## src/rtl/mul_issue_seq_if.sv

```systemverilog
// Request, response and multiplier-core handshake of the RV32M MUL issue sequencer.
// The master modport is the sequencer's view; slave is the view of its surroundings.
interface mul_issue_seq_if #(
    parameter int XLEN = 32
);
    logic              req_valid_i;
    logic              req_ready_o;
    logic [1:0]        req_op_i;
    logic [XLEN-1:0]   req_rs1_i;
    logic [XLEN-1:0]   req_rs2_i;
    logic [4:0]        req_rd_i;
    logic              mc_start_o;
    logic [XLEN-1:0]   mc_multiplicand_o;
    logic [XLEN-1:0]   mc_multiplier_o;
    logic [2*XLEN-1:0] mc_product_i;
    logic              mc_done_i;
    logic              rsp_valid_o;
    logic              rsp_ready_i;
    logic [XLEN-1:0]   rsp_data_o;
    logic [4:0]        rsp_rd_o;

    modport master (
        input  req_valid_i, req_op_i, req_rs1_i, req_rs2_i, req_rd_i,
        output req_ready_o,
        output mc_start_o, mc_multiplicand_o, mc_multiplier_o,
        input  mc_product_i, mc_done_i,
        output rsp_valid_o, rsp_data_o, rsp_rd_o,
        input  rsp_ready_i
    );

    modport slave (
        output req_valid_i, req_op_i, req_rs1_i, req_rs2_i, req_rd_i,
        input  req_ready_o,
        input  mc_start_o, mc_multiplicand_o, mc_multiplier_o,
        output mc_product_i, mc_done_i,
        input  rsp_valid_o, rsp_data_o, rsp_rd_o,
        output rsp_ready_i
    );
endinterface

```

## src/rtl/mul_issue_seq.sv

```systemverilog
// EX-stage sequencer for MUL/MULH/MULHSU/MULHU around an iterative unsigned shift-add core:
// sign-magnitude conversion, launch, two's-complement fixup, half select and a one-entry result cache.
module mul_issue_seq #(
    parameter int XLEN     = 32,
    parameter bit REUSE_EN = 1'b1
) (
    input  logic            clk_i,
    input  logic            rst_i,
    input  logic            flush_i,
    output logic            busy_o,
    mul_issue_seq_if.master bus
);
    localparam logic [1:0] OP_MUL    = 2'b00;
    localparam logic [1:0] OP_MULH   = 2'b01;
    localparam logic [1:0] OP_MULHSU = 2'b10;

    typedef enum logic [2:0] {
        S_IDLE   = 3'd0,
        S_LAUNCH = 3'd1,
        S_WAIT   = 3'd2,
        S_FIXUP  = 3'd3,
        S_RESP   = 3'd4,
        S_DRAIN  = 3'd5
    } state_t;

    state_t            r_state;
    state_t            w_state_nxt;

    logic [XLEN-1:0]   r_rs1;
    logic [XLEN-1:0]   r_rs2;
    logic [1:0]        r_op;
    logic [4:0]        r_rd;
    logic              r_neg;
    logic              r_hit;
    logic [XLEN-1:0]   r_mcand;
    logic [XLEN-1:0]   r_mplier;
    logic [2*XLEN-1:0] r_prod;

    logic              r_start;
    logic              r_rsp_valid;
    logic [XLEN-1:0]   r_rsp_data;
    logic [4:0]        r_rsp_rd;
    logic              r_busy;

    logic              r_cache_vld;
    logic [XLEN-1:0]   r_key_rs1;
    logic [XLEN-1:0]   r_key_rs2;
    logic [1:0]        r_key_op;
    logic [2*XLEN-1:0] r_cache_val;

    logic              w_accept;
    logic              w_hit;
    logic              w_neg_a;
    logic              w_neg_b;
    logic              w_launch;
    logic              w_prod_load;
    logic              w_rsp_load;
    logic              w_cache_wr;
    logic [2*XLEN-1:0] w_p64;

    // Two's-complement magnitude; the most negative value maps onto itself, read as unsigned.
    function automatic logic [XLEN-1:0] f_mag(input logic [XLEN-1:0] x, input logic neg);
        logic [XLEN-1:0] res;
        if (neg) begin
            res = ~x + {{(XLEN-1){1'b0}}, 1'b1};
        end else begin
            res = x;
        end
        return res;
    endfunction

    assign w_neg_a = bus.req_rs1_i[XLEN-1] &
                     ((bus.req_op_i == OP_MULH) | (bus.req_op_i == OP_MULHSU));
    assign w_neg_b = bus.req_rs2_i[XLEN-1] & (bus.req_op_i == OP_MULH);

    // A cached low half is valid for MUL whatever signedness produced it; high halves need the same op.
    assign w_hit = (REUSE_EN == 1'b1) && r_cache_vld &&
                   (bus.req_rs1_i == r_key_rs1) && (bus.req_rs2_i == r_key_rs2) &&
                   ((bus.req_op_i == OP_MUL) || (bus.req_op_i == r_key_op));

    assign bus.req_ready_o       = (r_state == S_IDLE) & ~flush_i;
    assign w_accept              = bus.req_valid_i & bus.req_ready_o;
    assign bus.mc_start_o        = r_start;
    assign bus.mc_multiplicand_o = r_mcand;
    assign bus.mc_multiplier_o   = r_mplier;
    assign bus.rsp_valid_o       = r_rsp_valid;
    assign bus.rsp_data_o        = r_rsp_data;
    assign bus.rsp_rd_o          = r_rsp_rd;
    assign busy_o                = r_busy;

    // Signed fixup of the core product; cached values are already final.
    always_comb begin
        w_p64 = r_prod;
        if (!r_hit && r_neg) begin
            w_p64 = ~r_prod + {{(2*XLEN-1){1'b0}}, 1'b1};
        end else begin
            w_p64 = r_prod;
        end
    end

    // Next-state and datapath strobes.
    always_comb begin
        w_state_nxt = r_state;
        w_launch    = 1'b0;
        w_prod_load = 1'b0;
        w_rsp_load  = 1'b0;
        w_cache_wr  = 1'b0;
        case (r_state)
            S_IDLE: begin
                if (w_accept) begin
                    if (w_hit) begin
                        w_state_nxt = S_FIXUP;
                        w_prod_load = 1'b1;
                    end else begin
                        w_state_nxt = S_LAUNCH;
                        w_launch    = 1'b1;
                    end
                end else begin
                    w_state_nxt = S_IDLE;
                end
            end
            S_LAUNCH: begin
                if (flush_i) begin
                    w_state_nxt = S_IDLE;
                end else begin
                    w_state_nxt = S_WAIT;
                end
            end
            S_WAIT: begin
                if (flush_i) begin
                    if (bus.mc_done_i) begin
                        w_state_nxt = S_IDLE;
                    end else begin
                        w_state_nxt = S_DRAIN;
                    end
                end else if (bus.mc_done_i) begin
                    w_state_nxt = S_FIXUP;
                    w_prod_load = 1'b1;
                end else begin
                    w_state_nxt = S_WAIT;
                end
            end
            S_FIXUP: begin
                if (flush_i) begin
                    w_state_nxt = S_IDLE;
                end else begin
                    w_state_nxt = S_RESP;
                    w_rsp_load  = 1'b1;
                    w_cache_wr  = ~r_hit;
                end
            end
            S_RESP: begin
                if (flush_i || bus.rsp_ready_i) begin
                    w_state_nxt = S_IDLE;
                end else begin
                    w_state_nxt = S_RESP;
                end
            end
            S_DRAIN: begin
                if (bus.mc_done_i) begin
                    w_state_nxt = S_IDLE;
                end else begin
                    w_state_nxt = S_DRAIN;
                end
            end
            default: begin
                w_state_nxt = S_IDLE;
            end
        endcase
    end

    // State register.
    always_ff @(posedge clk_i or negedge rst_i) begin
        if (!rst_i) begin
            r_state <= S_IDLE;
        end else begin
            r_state <= w_state_nxt;
        end
    end

    // Request capture; operand magnitudes stay on the core ports until the next accept.
    always_ff @(posedge clk_i or negedge rst_i) begin
        if (!rst_i) begin
            r_rs1    <= {XLEN{1'b0}};
            r_rs2    <= {XLEN{1'b0}};
            r_op     <= 2'b00;
            r_rd     <= 5'd0;
            r_neg    <= 1'b0;
            r_hit    <= 1'b0;
            r_mcand  <= {XLEN{1'b0}};
            r_mplier <= {XLEN{1'b0}};
        end else if (w_accept) begin
            r_rs1    <= bus.req_rs1_i;
            r_rs2    <= bus.req_rs2_i;
            r_op     <= bus.req_op_i;
            r_rd     <= bus.req_rd_i;
            r_neg    <= w_neg_a ^ w_neg_b;
            r_hit    <= w_hit;
            r_mcand  <= f_mag(bus.req_rs1_i, w_neg_a);
            r_mplier <= f_mag(bus.req_rs2_i, w_neg_b);
        end
    end

    // Product holding register: cache value on a hit, core result on completion.
    always_ff @(posedge clk_i or negedge rst_i) begin
        if (!rst_i) begin
            r_prod <= {(2*XLEN){1'b0}};
        end else if (w_prod_load) begin
            if (r_state == S_IDLE) begin
                r_prod <= r_cache_val;
            end else begin
                r_prod <= bus.mc_product_i;
            end
        end
    end

    // Registered outputs toward the core, writeback and the pipeline.
    always_ff @(posedge clk_i or negedge rst_i) begin
        if (!rst_i) begin
            r_start     <= 1'b0;
            r_rsp_valid <= 1'b0;
            r_rsp_data  <= {XLEN{1'b0}};
            r_rsp_rd    <= 5'd0;
            r_busy      <= 1'b0;
        end else begin
            r_start     <= w_launch;
            r_rsp_valid <= (w_state_nxt == S_RESP);
            r_busy      <= (w_state_nxt != S_IDLE);
            if (w_rsp_load) begin
                r_rsp_data <= (r_op == OP_MUL) ? w_p64[XLEN-1:0] : w_p64[2*XLEN-1:XLEN];
                r_rsp_rd   <= r_rd;
            end
        end
    end

    // One-entry result cache, written only by a completed, unflushed miss.
    always_ff @(posedge clk_i or negedge rst_i) begin
        if (!rst_i) begin
            r_cache_vld <= 1'b0;
            r_key_rs1   <= {XLEN{1'b0}};
            r_key_rs2   <= {XLEN{1'b0}};
            r_key_op    <= 2'b00;
            r_cache_val <= {(2*XLEN){1'b0}};
        end else if (w_cache_wr) begin
            r_cache_vld <= 1'b1;
            r_key_rs1   <= r_rs1;
            r_key_rs2   <= r_rs2;
            r_key_op    <= r_op;
            r_cache_val <= w_p64;
        end
    end
endmodule

```

## src/flat_wrapper.sv

```systemverilog
// flat-port wrapper written by rule: the top's interface ports become plain ports
module mul_issue_seq_flat 
#(
    parameter int XLEN     = 32,
    parameter bit REUSE_EN = 1'b1
)
  (clk_i, rst_i, flush_i, busy_o, bus_req_valid_i, bus_req_op_i, bus_req_rs1_i, bus_req_rs2_i, bus_req_rd_i, bus_req_ready_o, bus_mc_start_o, bus_mc_multiplicand_o, bus_mc_multiplier_o, bus_mc_product_i, bus_mc_done_i, bus_rsp_valid_o, bus_rsp_data_o, bus_rsp_rd_o, bus_rsp_ready_i);
  mul_issue_seq_if #(.XLEN(XLEN)) bus_i ();
  input  logic clk_i;
  input  logic rst_i;
  input  logic flush_i;
  output logic busy_o;
  input wire logic [$bits(bus_i.req_valid_i)-1:0] bus_req_valid_i;
  input wire logic [$bits(bus_i.req_op_i)-1:0] bus_req_op_i;
  input wire logic [$bits(bus_i.req_rs1_i)-1:0] bus_req_rs1_i;
  input wire logic [$bits(bus_i.req_rs2_i)-1:0] bus_req_rs2_i;
  input wire logic [$bits(bus_i.req_rd_i)-1:0] bus_req_rd_i;
  output wire logic [$bits(bus_i.req_ready_o)-1:0] bus_req_ready_o;
  output wire logic [$bits(bus_i.mc_start_o)-1:0] bus_mc_start_o;
  output wire logic [$bits(bus_i.mc_multiplicand_o)-1:0] bus_mc_multiplicand_o;
  output wire logic [$bits(bus_i.mc_multiplier_o)-1:0] bus_mc_multiplier_o;
  input wire logic [$bits(bus_i.mc_product_i)-1:0] bus_mc_product_i;
  input wire logic [$bits(bus_i.mc_done_i)-1:0] bus_mc_done_i;
  output wire logic [$bits(bus_i.rsp_valid_o)-1:0] bus_rsp_valid_o;
  output wire logic [$bits(bus_i.rsp_data_o)-1:0] bus_rsp_data_o;
  output wire logic [$bits(bus_i.rsp_rd_o)-1:0] bus_rsp_rd_o;
  input wire logic [$bits(bus_i.rsp_ready_i)-1:0] bus_rsp_ready_i;
  assign bus_i.req_valid_i = bus_req_valid_i;
  assign bus_i.req_op_i = bus_req_op_i;
  assign bus_i.req_rs1_i = bus_req_rs1_i;
  assign bus_i.req_rs2_i = bus_req_rs2_i;
  assign bus_i.req_rd_i = bus_req_rd_i;
  assign bus_req_ready_o = bus_i.req_ready_o;
  assign bus_mc_start_o = bus_i.mc_start_o;
  assign bus_mc_multiplicand_o = bus_i.mc_multiplicand_o;
  assign bus_mc_multiplier_o = bus_i.mc_multiplier_o;
  assign bus_i.mc_product_i = bus_mc_product_i;
  assign bus_i.mc_done_i = bus_mc_done_i;
  assign bus_rsp_valid_o = bus_i.rsp_valid_o;
  assign bus_rsp_data_o = bus_i.rsp_data_o;
  assign bus_rsp_rd_o = bus_i.rsp_rd_o;
  assign bus_i.rsp_ready_i = bus_rsp_ready_i;
  mul_issue_seq #(.XLEN(XLEN), .REUSE_EN(REUSE_EN)) u_core (.clk_i(clk_i), .rst_i(rst_i), .flush_i(flush_i), .busy_o(busy_o), .bus(bus_i));
endmodule
```

## config.mk

```make
export PLATFORM = sky130hd
export DESIGN_NAME = mul_issue_seq_flat
export DESIGN_NICKNAME = d
export VERILOG_FILES = /design/src/rtl/mul_issue_seq_if.sv /design/src/rtl/mul_issue_seq.sv /design/src/flat_wrapper.sv
export SDC_FILE = /design/constraint.sdc
export NUM_CORES = 1
export LEC_CHECK = 0
export CORE_MARGIN = 10
export CORE_UTILIZATION = 51
export DETAILED_ROUTE_END_ITERATION = 6
export GPL_ROUTABILITY_DRIVEN = 0
export PLACE_DENSITY_LB_ADDON = 0.05
export SLEW_MARGIN = 20
export SYNTH_ARGS = -nofsm -noshare
export SYNTH_HDL_FRONTEND = slang
export SYNTH_SLANG_ARGS = --single-unit
```

## constraint.sdc

```tcl
create_clock -name clk_i -period 2.79 [get_ports clk_i]
set_input_delay 0.837 -clock clk_i [delete_from_list [all_inputs] [get_ports clk_i]]
set_output_delay 0.837 -clock clk_i [all_outputs]
set_load 0.005 [all_outputs]
```

**Yosys cells after proc, flatten, opt, wreduce, memory -nomap -nowiden**

Index checks and enable logic that the tools add are counted.

- Reductions and logical operators: 11
- Order comparisons: 0
- Muxes and demuxes: 26
- Div/mod/pow operators: 0
- Shift operators: 0
- Multiply operators: 0
- Equal/unequal tests: 11
- $add $sub $neg: 3
- Bitwise operators: 11

Operators with widths:

| kind | number |
|---|---|
| 64-bit 2-to-1 mux | 2 |
| 32-bit 2-to-1 mux | 3 |
| 32-bit by 1-bit adder with 32-bit output, second input constant | 2 |
| 64-bit by 1-bit adder with 64-bit output, second input constant | 1 |
| 32-bit equality test | 2 |
| 32-bit NOT | 2 |
| 64-bit NOT | 1 |
| 3-bit one-hot mux with 6 select lines | 1 |
| 1-bit 2-to-1 mux | 12 |
| 3-bit 2-to-1 mux | 4 |
| 3-bit equality test, second input constant | 3 |
| 3-bit by 2-bit equality test with 1-bit output, second input constant | 2 |
| 2-bit 2-to-1 mux | 3 |
| 1-bit AND | 4 |
| 1-bit logical AND | 4 |
| 2-bit zero test | 2 |
| 3-bit by 1-bit equality test with 1-bit output, second input constant | 1 |
| 3-bit zero test | 1 |
| 3-bit nonzero test | 1 |
| 2-bit by 1-bit equality test with 1-bit output, second input constant | 1 |
| 2-bit equality test | 1 |
| 2-bit equality test, second input constant | 1 |
| 1-bit logical OR | 2 |
| 1-bit NOT | 2 |
| other kinds (4) | 4 |

- Bits in writable memories: 0
- Bits in read-only memories: 0
- Memories kept: 0
- Flip-flop bits (word level): 375
- Latch bits: 0

**Logic depth before layout (Yosys ltp)**

Gate-level depths: netlist of the first run.

- Depth after elaboration: 8
- Mapped depth: 9
- Depth with buffers taken out: 8

**Least setup slack after synthesis of the first run**

No wires, ideal clock.

- Path kind: input-to-reg
- Start point: in bus_req_rs1_i[2]
- End point: reg u_core.r_mcand[20] (netlist: u_core.bus.mc_multiplicand_o[20])
- Required time: 2,657 ps
- Path buffers: 1
- Data arrival time: 2,734 ps
- Setup slack: -77 ps
- Cell stages on the path: 7
- Path through: clkbuf_1 -> or4_1 -> nor4_2 -> nand2_1 -> o41ai_1 -> xor2_1 -> o21ai_0

- Word-level cells in the longest chain between the ends: 3

RTL lines:

| item | line | text |
|---|---|---|
| from (decl) | flat_wrapper.sv:15 | `input wire logic [$bits(bus_i.req_rs1_i)-1:0] bus_req_rs1_i;` |
| 32-bit NOT | mul_issue_seq.sv:65 | `res = ~x + {{(XLEN-1){1'b0}}, 1'b1};` |
| 32-bit by 1-bit adder with 32-bit output | mul_issue_seq.sv:65 |  |
| 32-bit 2-to-1 mux | mul_issue_seq.sv:64 | `if (neg) begin` |
| to (signal assigned) | mul_issue_seq.sv:190 | `r_mcand <= {XLEN{1'b0}};` |
| to (signal assigned) | mul_issue_seq.sv:199 | `r_mcand <= f_mag(bus.req_rs1_i, w_neg_a);` |
| to (decl) | mul_issue_seq.sv:35 | `logic [XLEN-1:0] r_mcand;` |

No other way between the ends.
A chain may end at the register's enable or synchronous reset.

**Final worst setup path of the first run**

- Start point: in bus_req_rs2_i[26]
- End point: reg u_core.r_prod[10]

- Word-level cells in the longest chain between the ends: 6

RTL lines:

| item | line | text |
|---|---|---|
| from (decl) | flat_wrapper.sv:16 | `input wire logic [$bits(bus_i.req_rs2_i)-1:0] bus_req_rs2_i;` |
| 32-bit equality test | mul_issue_seq.sv:78 | `(bus.req_rs1_i == r_key_rs1) && (bus.req_rs2_i == r_key_rs2) &&` |
| 1-bit logical AND (2 in a row) | mul_issue_seq.sv:78 |  |
| 1-bit 2-to-1 mux | mul_issue_seq.sv:111 | `if (w_hit) begin` |
| 1-bit 2-to-1 mux | mul_issue_seq.sv:110 | `if (w_accept) begin` |
| 1-bit one-hot mux with 2 select lines | mul_issue_seq.sv:108 | `case (r_state)` |
| to (signal assigned) | mul_issue_seq.sv:207 | `r_prod <= {(2*XLEN){1'b0}};` |
| to (signal assigned) | mul_issue_seq.sv:210 | `r_prod <= r_cache_val;` |
| to (signal assigned) | mul_issue_seq.sv:212 | `r_prod <= bus.mc_product_i;` |
| to (decl) | mul_issue_seq.sv:37 | `logic [2*XLEN-1:0] r_prod;` |

No other way between the ends.

==> results of run 1 <==
## power by group through the flow
stage	clock network [mW]	registers [mW]	logic (mW)
finish	5.38	9.45	11.8
global route	5.65	9.70	12.9
CTS	5.45	9.39	11.8
detailed placement	0	9.45	11.7
global placement	0	9.36	11.5
floorplan	0	9.04	6.32
## cell usage in the layout, fill, tap and decap left out, types with 5 or more instances in the layout
master,instances
nand2b_1,21
mux2i_1,69
or4_1,5
and3_1,8
and2_1,10
nor2b_1,14
nor4_1,27
nor3_1,43
o2111ai_1,5
clkdlybuf4s50_1,242
buf_12,31
xnor2_1,110
nand3_1,20
clkbuf_8,9
clkbuf_16,43
clkbuf_1,10
o22ai_1,6
nand2_1,689
nand4_1,21
dfrtp_1,373
o211ai_1,5
nor2_1,142
buf_4,270
a211oi_1,8
xor2_1,55
o221ai_1,7
o41ai_1,11
o31ai_1,89
ha_1,7
or3_1,13
a31oi_1,17
inv_1,32
o21ai_0,171
a21oi_1,126
nor4_2,8
## flip-flops by register name (all words and copies together), names as in the netlist, 2 cells and up
name / flops
u_core.bus.mc_multiplicand_o: 32
u_core.r_rs1: 31
u_core.bus.mc_multiplier_o: 32
u_core.r_op: 2
u_core.r_state: 3
u_core.bus.rsp_data_o: 32
u_core.r_cache_val: 64
u_core.r_key_rs1: 32
u_core.bus.rsp_rd_o: 5
u_core.r_prod: 64
u_core.r_key_rs2: 32
u_core.r_rs2: 31
u_core.r_rd: 5
u_core.r_key_op: 2
## path summary, 6_finish.rpt
path	to	slack, ns	depth (start not counted)
max	u_core.r_prod[10]	0.06	10
min	u_core.r_cache_val[15]	0.19	1
max reg2reg	u_core.bus.rsp_data_o[31]	0.12	10
min reg2reg	u_core.r_key_rs1[25]	0.46	2
max in group asynchronous	u_core.r_rs1[26]	1.83	2
min in group clk_i	u_core.r_key_rs1[25]	0.46	2
## metrics by stage
step | setup slack, ns | hold slack, ns | utilization, % | power (mW) | std cells
floorplan | 0.0538 | 0.439 | - | 15.4 | 2376
global placement | -0.547 | 0.445 | 65.0 | 20.9 | 3264
detailed placement | -0.634 | 0.450 | 65.0 | 21.2 | 3264
CTS | 0.0287 | 0.200 | 68.4 | 26.6 | 3335
global route | 0.00642 | 0.220 | 68.5 | 28.2 | 3336
finish | 0.0620 | 0.191 | 68.5 | 26.7 | 3337
## kinds of logic after synthesis
group                      Yosys count  share of synthesized area [%]
muxes                               71                           3.57
AOI/OAI and AO/OA                  487                           14.8
buffers and inverters              207                           4.03
adders and majority gates            7                          0.439
DFF                                373                           46.8
and+or+nand+nor                   1065                           23.1
xor gates and xnor gates           166                           7.28
## worst max-delay path, delay by kind of cell
| kind | cells | cell delay [ns] |
|---|---|---|
| compound gates | 2 | 0.40 |
| xor+xnor | 1 | 0.31 |
| buf+inv | 4 | 1.09 |
| simple gates | 3 | 0.52 |
## cell usage after synthesis, types with 8 or more instances
cell type	number	area, um^2
nand2_1	690	2590
dfrtp_1	373	9330
o21ai_0	171	856
clkbuf_1	150	563
nor2_1	144	541
a21oi_1	126	631
xnor2_1	111	972
o31ai_1	89	668
mux2i_1	69	691
xor2_1	55	482
nor3_1	45	225
inv_1	32	120
nor4_1	32	200
nand2b_1	22	138
nand3_1	22	110
nand4_1	21	131
a31oi_1	17	106
buf_1	17	63.8
nor2b_1	15	93.8
or3_1	13	81.3
o41ai_1	11	96.3
and2_1	10	62.6
and3_1	9	56.3
a211oi_1	8	60.1
## layout make-up
| cell class | instances | area (um^2) | area share [%] |
|---|---|---|---|
| inverter | 32 | 120 | 0.454 |
| multi-input combinational | 1796 | 9960 | 37.6 |
| tap | 518 | 648 | 2.45 |
| timing repair buffer | 546 | 5110 | 19.3 |
| antenna | 2 | 5.00 | 0.0189 |
| clock inverter | 8 | 63.8 | 0.241 |
| sequential | 373 | 9330 | 35.3 |
| clock buffer | 62 | 1240 | 4.67 |
## routing by layer
metal / share of wire (%) / wire length [um]
met2: 50 / 34000
met1: 39 / 26600
met5: 0 / 0
met3: 6.7 / 4600
met4: 4.6 / 3180
## timing repair
| action | in CTS | in global routing |
|---|---|---|
| setup endpoints to repair | 11 | 43 |
| setup buffers | 1 | 0 |
| gates cloned | 0 | 0 |
| gates resized for setup | 2 | 8 |
| pin swaps | 1 | 1 |
==> results by group, run 1 <==
Global routing
  – Met2 Usage GRT: 48.2%
  – Most used routing layer: met2
  – Total track usage: 28.2%
  – Met1 GRT Util: 34.2%
  – First-pass GRT wire length: 107000 um
  – Met3 Use GR: 5.01%
  – Gr ovfl total: 0
  – Pin count of the biggest net entering global routing: 67
  – Antenna violations before repair: 1
  – Vias in the first global route: 19014

Synth
  – Post-Syn Area: 20000 um^2
  – Syn avg cell area: 8.40 um^2
  – FF+latch count, synth: 373
  – Syn Nets: 2524
  – Seq/Total Area, Yosys: 46.8%
  – Synth cell types: 70
  – Synth Warn #: 0
  – Ys flop type: dfrtp_1
  – Post-synth EDFFs: 0
  – Syn Inst Count: 2376
  – Post-synth ARST share: 100%

Clock tree
  – Clk_lat worst skew: 0.58 ns
  – CTS root buf: clkbuf_16
  – Clock Path Buffers: 3
  – Clk sinks: 373
  – Clock transition at the registers of the reported paths: 0.06 ns
  – Hold buffer count at cts: 0
  – CTS tree: done
  – # H-tree levels: 2
  – Cts bufs inserted: 42

Pwr
  – Clock share of power: 20.2%
  – P_int: 16.3 mW
  – Sw Ratio: 39.0%
  – Seq pwr share: 35.4%
  – Lkg Pwr: 11.9 nW
  – Gate power share: 44.4%
  – Net switching power: 10.4 mW
  – PwrDens: 1010 nW/um^2
  – Peak VDD IR: 690 uV

Die
  – Initial Util: 51.7%
  – DIE AREA: 47500 um^2
  – Placeable Area: 38600 um^2
  – I/O pin cnt: 246
  – Row count: 72
  – DIE HEIGHT: 218 um
  – Die X: 218 um

STA
  – Final worst path period share: 97.8%
  – Max-slew headroom: 53.6%
  – Final hold vios: 0
  – Worst Tran Pin Value: 0.690 ns
  – Final setup viols: 0
  – RSZ-0062 raised after global routing: no
  – Setup Skew: 0.0136 ns
  – Pins over their slew limit: 0
  – Period minus WS final: 2.73 ns
  – Setup TNS: 0 ns
  – Max Fclk: 367 MHz

Route
  – Vias per cell: 5.72
  – Drc violations: 0
  – Routed Antenna Nets: 0
  – Vias post-DR: 19090
  – Average wire per standard cell: 20.5 um
  – Final Routed Wirelength: 68400 um
  – Drt initial violations: 1571
  – DR pass1 iterations: 5

Layout
  – Share of cells above drive strength 1: 14.2%
  – Nets: 2939
  – Final cell area excluding filler cells: 26500 um^2
  – Filler cells: 3181
  – Area growth from synthesis to layout: 32.6%

Setup path
  – CP max-delay cell: clkdlybuf4s50_1
  – Critical Path AT: 3.17 ns
  – CP required: 3.23 ns
  – Crit-path cells: clkdlybuf4s50_1, xnor2_1, buf_4, nand4_1, nor4_2, buf_4, nand3_2, buf_12, o31ai_1, a21oi_1
  – Crit path top cell by count: buf_4
  – Startpoint types: primary input
  – CP Max Fanout: 64
  – CP max stage delay: 0.46 ns
  – Reg2Reg Launch Point: u_core.r_prod[2]
  – Worst Path Class, Setup: primary input to flop
  – Worst setup EP type: flop
  – Crit path from: bus_req_rs2_i[26]

Hold path
  – Min-delay worst type: primary input to async pin

Job
  – Max_cap viols: 0

Placed design
  – Port Buffer Count: 245
  – Post-DP HPWL: 50300 um
  – Placed instance area: 25100 um^2

Status
  – Outcome: completed
Power figures use the tool's default switching activity.
==> run 2, diff against run 1 <==
--- a/config.mk
+++ b/config.mk
@@ -10,6 +10,7 @@
 export DETAILED_ROUTE_END_ITERATION = 6
 export GPL_ROUTABILITY_DRIVEN = 0
 export PLACE_DENSITY_LB_ADDON = 0.05
+export RECOVER_POWER = 25
 export SLEW_MARGIN = 20
 export SYNTH_ARGS = -nofsm -noshare
 export SYNTH_HDL_FRONTEND = slang
==> run 2 against run 1 <==
Setup slack improved by 0.016 ns. Clock skew decreased by 0.00068 ns. Register-to-register slack about the same. Via count hardly changed. Sequential power about the same. Critical path depth is 2 lower. Sequential share of layout area is 0.11 points higher. Count of clock-buffer cells in the layout unchanged.
==> results by group, run 2 (synthesis results as in run 1) <==
Layout
  – Final cell area excluding filler cells: 26400 um^2
  – Multi-input logic area: 9960 um^2
  – Area growth from synthesis to layout: 32.2%
  – Sequential Area: 9330 um^2
  – Largest registers: u_core.r_cache_val: 64 flops, u_core.r_prod: 64 flops
  – Most frequent cells in the layout: nand2_1, dfrtp_1, buf_4
  – Share of cells above drive strength 1: 14.2%
  – Filler cells: 3194
  – Cell Count, Final, Fillers Out: 3337
  – Commonest non-fill, non-tap cell in the layout: nand2_1
  – Final Core Density: 68.3%
  – Nets: 2939

Setup path
  – Startpoint types: primary input
  – Critical Path AT: 3.16 ns
  – Worst Path Class, Setup: primary input to flop
  – CP Max Fanout: 64
  – CP required: 3.23 ns
  – Worst setup EP type: flop
  – Flop2flop setup slack: 0.12 ns

Placed design
  – DP Cell Count: 3264
  – Post-DP HPWL: 50300 um
  – Placed instance area: 25100 um^2
  – Port Buffer Count: 245

Pwr
  – Lkg Pwr: 11.9 nW
  – PwrDens: 1010 nW/um^2
  – Peak VDD IR: 688 uV

Clock tree
  – Clock transition at the registers of the reported paths: 0.06 ns
  – CTS tree: done
  – # H-tree levels: 2
  – CTS root buf: clkbuf_16
  – Cts bufs inserted: 42
  – Clk_lat worst skew: 0.58 ns
  – Clock Path Buffers: 3
  – Clk sinks: 373

Route
  – Vias per cell: 5.72
  – Average wire per standard cell: 20.5 um
  – Drc violations: 0
  – Routed Antenna Nets: 0
  – Vias post-DR: 19088
  – Final Routed Wirelength: 68300 um
  – DR pass1 iterations: 6
  – Drt initial violations: 1716

STA
  – Final worst path period share: 97.2%
  – Pins over their slew limit: 0
  – Final setup viols: 0
  – Max Fclk: 369 MHz
  – Final hold vios: 0
  – RSZ-0062 raised after global routing: no
  – Setup TNS: 0 ns
  – Period minus WS final: 2.71 ns
  – Max-slew headroom: 0.0820%
  – Worst Tran Pin Value: 1.50 ns
  – Setup Skew: 0.0129 ns

Die
  – Placeable Area: 38600 um^2
  – Row count: 72
  – I/O pin cnt: 246
  – DIE AREA: 47500 um^2
  – DIE HEIGHT: 218 um
  – Die X: 218 um
  – Initial Util: 51.7%

Hold path
  – Min-delay worst type: flop to flop

Global routing
  – First-pass GRT wire length: 107000 um
  – Pin count of the biggest net entering global routing: 67
  – Total track usage: 28.2%
  – Antenna violations before repair: 1
  – Gr ovfl total: 0
  – Vias in the first global route: 19014

Status
  – Outcome: completed

Job
  – Max_cap viols: 0
run 2: cell types whose count changed in the layout (fill, tap and decap cells not counted):
cell,previous run,this run
clkbuf_4,0,4
buf_4,270,268
clkbuf_1,10,11
buf_12,31,26
clkbuf_2,0,3
buf_8,1,0
run 2: cell type report:
cell class,count,area share [%]
Clock buffer,62,4.69
Antenna cell,2,0.0190
Clock inverter,8,0.242
Multi-Input combinational cell,1796,37.7
Sequential cell,373,35.4
Tap cell,518,2.46
Timing Repair Buffer,546,19.0
Inverter,32,0.455
run 2: repair_timing:
action | 4_1_cts | 5_1_grt
resized for setup | 2 | 8
pin swaps | 1 | 1
setup endpoints to repair | 11 | 43
setup buffers | 1 | 0
hold buffers | 0 | 0
run 2: worst max-delay path, stage by stage:
cell             delay [ns]
clkdlybuf4s50_1        0.54
inv_1                  0.10
a2111o_1               0.45
nor4_2                 0.30
nand4_1                0.23
buf_12                 0.27
o31ai_1                0.32
a21oi_1                0.07
run 2: routing by layer:
layer  share of wire (%)  vias to the layer above  track usage [%]
li1                    -                     8919                -
met4                 4.6                        0             13.2
met3                 7.0                      151             5.01
met2                  50                      768             48.2
met5                   0                        -                0
met1                  39                     9250             34.2
run 2: power by group:
part	switching (mW)	internal, mW
sequential	1.75	7.70
clock	2.31	3.07
combinational	6.33	5.48
total	10.4	16.2
run 2: path summary, 6_finish.rpt:
path,startpoint,endpoint,depth (start not counted)
hold / removal,u_core.r_rs1[25],u_core.r_key_rs1[25],2
min in group asynchronous,rst_i,u_core.r_cache_val[15],1
max in group asynchronous,rst_i,u_core.r_cache_val[45],2
setup reg to reg,u_core.r_prod[2],u_core.bus.rsp_data_o[31],10
setup / recovery,bus_req_rs2_i[16],u_core.r_prod[10],8
hold reg to reg,u_core.r_rs1[25],u_core.r_key_rs1[25],2
run 2: stage by stage:
stage	power (mW)	hold slack [ns]	setup slack, ns
floorplan	15.4	0.439	0.0538
global placement	20.9	0.445	-0.547
detailed placement	21.2	0.450	-0.634
CTS	26.6	0.200	0.0287
global route	28.2	0.484	0.00642
finish	26.6	0.465	0.0779
==> run 3, diff against run 2 <==
--- a/config.mk
+++ b/config.mk
@@ -11,6 +11,7 @@
 export GPL_ROUTABILITY_DRIVEN = 0
 export PLACE_DENSITY_LB_ADDON = 0.05
 export RECOVER_POWER = 25
+export REMOVE_ABC_BUFFERS = 1
 export SLEW_MARGIN = 20
 export SYNTH_ARGS = -nofsm -noshare
 export SYNTH_HDL_FRONTEND = slang
==> run 3 against run 2 <==
The flow now finishes with violations (capacitance limit, slew limit). Via count decreased by 1.1%. Die area unchanged. Flip-flop and latch count unchanged. Largest cell class unchanged. Sequential power increased by 1%. Register-to-register slack got worse by 0.03 ns. Core utilization decreased by 0.27 points. Design area fell by 0.39%. Combinational power fell by 7%. Highest routed layer is now met5. First-iteration DRC count up 4.9%.
==> results by group, run 3 (synthesis results as in run 1) <==
Layout
  – Share of cells above drive strength 1: 13.1%
  – Final Core Density: 68.0%
  – Final cell area excluding filler cells: 26300 um^2
  – Area growth from synthesis to layout: 31.7%
  – Filler cells: 3126
  – Largest registers: u_core.r_cache_val: 64 flops, u_core.r_prod: 64 flops
  – Commonest non-fill, non-tap cell in the layout: nand2_1
  – Cell Count, Final, Fillers Out: 3290
  – Nets: 2892
  – Most frequent cells in the layout: nand2_1, dfrtp_1, clkdlybuf4s50_1

Placed design
  – Post-DP HPWL: 49000 um
  – DP Cell Count: 3216
  – Placed instance area: 24700 um^2
  – Port Buffer Count: 245

Die
  – DIE AREA: 47500 um^2
  – Die X: 218 um
  – DIE HEIGHT: 218 um
  – I/O pin cnt: 246
  – Row count: 72
  – Placeable Area: 38600 um^2
  – Initial Util: 51.7%

Route
  – Final Routed Wirelength: 68000 um
  – Vias post-DR: 18883
  – Drt initial violations: 1800
  – Average wire per standard cell: 20.7 um
  – DR pass1 iterations: 6
  – Routed Antenna Nets: 0
  – Vias per cell: 5.74
  – Drc violations: 0

Status
  – Violated checks: capacitance limit, slew limit
  – Outcome: finished, violations left

STA
  – Max Fclk: 365 MHz
  – WHS: 0.466 ns
  – Final worst path period share: 98.1%
  – Final setup viols: 0
  – Final hold vios: 0
  – Max-slew headroom: -41.7%
  – Period minus WS final: 2.74 ns
  – Pins over their slew limit: 65
  – Worst Tran Pin Value: 2.13 ns
  – Setup Skew: 0.0175 ns

Setup path
  – CP max stage delay: 0.49 ns
  – CP max-delay cell: clkdlybuf4s50_1
  – Critical Path AT: 3.17 ns
  – CP Max Fanout: 32
  – Crit path top cell by count: buf_4
  – WP buf/inv: 4
  – CP required: 3.22 ns
  – Worst Path Class, Setup: primary input to flop
  – Worst setup EP type: flop
  – Crit-path cells: clkdlybuf4s50_1, buf_4, a222oi_1, and4b_1, nand4_1, buf_4, buf_6, o31ai_1, a21oi_1
  – Startpoint types: primary input
  – Crit-path leading delay family: buffers and inverters

Global routing
  – Total track usage: 28.0%
  – Antenna violations before repair: 3
  – First-pass GRT wire length: 106000 um
  – Vias in the first global route: 19039
  – Gr ovfl total: 0
  – Pin count of the biggest net entering global routing: 76

Clock tree
  – CTS tree: done
  – Clock transition at the registers of the reported paths: 0.06 ns
  – Hold buffer count at cts: 0
  – # H-tree levels: 2
  – Clock Path Buffers: 3
  – Clk_lat worst skew: 0.57 ns
  – Cts bufs inserted: 42
  – CTS root buf: clkbuf_16
  – Clk sinks: 373

Pwr
  – Seq pwr share: 36.2%
  – Peak VDD IR: 621 uV
  – Net switching power: 10.1 mW
  – Gate power share: 41.9%
  – PwrDens: 1000 nW/um^2
  – Clock share of power: 21.9%
  – P_int: 16.3 mW
  – Lkg Pwr: 11.8 nW
  – Sw Ratio: 38.3%

Job
  – Max_cap viols: 1

Hold path
  – Min-delay worst type: flop to flop
run 3: through the flow:
| stage | TNS [ns] | setup slack (ns) | power [mW] |
|---|---|---|---|
| final | 0 | 0.0517 | 26.4 |
| after global routing | -0.0688 | -0.0112 | 28.0 |
| after CTS | 0 | 0.00795 | 26.3 |
| after detailed placement | -62.10 | -0.527 | 20.4 |
| after global placement | -53.62 | -0.441 | 20.1 |
| after floorplan | -1401.48 | -9.10 | 14.9 |
run 3: layout make-up:
class                           instances  area, um^2  share of cell area (%)
Clock inverter                         11         186                   0.709
Multi-Input combinational cell       1796       10000                    38.1
Inverter                               32         120                   0.457
Tap cell                              518         648                    2.47
Timing Repair Buffer                  499        4770                    18.1
Antenna cell                            1        2.50                 0.00952
Clock buffer                           60        1220                    4.64
Sequential cell                       373        9330                    35.5
run 3: power groups by stage:
stage	logic [mW]	registers [mW]	clock network [mW]
after CTS	11.0	9.48	5.84
after global routing	12.1	9.81	6.05
after global placement	10.7	9.45	0
final	11.0	9.56	5.77
after floorplan	5.34	9.55	0
after detailed placement	10.9	9.52	0
run 3: worst reg2reg max path: stages, from the launching register on:
cell       delay [ns]
dfrtp_1          0.44
nor4_4           0.34
nand4b_1         0.20
buf_4            0.27
o31ai_2          0.37
xor2_1           0.27
a2111oi_0        0.14
or4_1            0.53
run 3: what timing repair did:
| item | in CTS | in global routing |
|---|---|---|
| setup endpoints to repair | 2 | 74 |
| resized for setup | 3 | 28 |
| cloned | 0 | 1 |
| setup buffers | 0 | 1 |
| pin swaps | 1 | 4 |
run 3: metal layers:
layer,routed length (um),GRT usage (%),vias to the layer above
li1,-,-,8804
met3,4470,5.28,178
met2,33800,48.0,710
met4,3180,13.7,4
met5,16,0,-
met1,26600,33.1,9187
run 3: path summary, 6_finish.rpt:
kind	start	end	slack, ns	depth (start not counted)
min in group asynchronous	rst_i	u_core.r_prod[18]	0.85	1
max reg2reg	u_core.r_prod[12]	u_core.bus.rsp_data_o[25]	0.09	7
min reg2reg	u_core.r_rs2[23]	u_core.r_key_rs2[23]	0.47	2
max	bus_req_rs2_i[11]	u_core.r_prod[20]	0.05	9
max in group asynchronous	rst_i	u_core.r_cache_val[1]	0.59	2
min	u_core.r_rs2[23]	u_core.r_key_rs2[23]	0.47	2
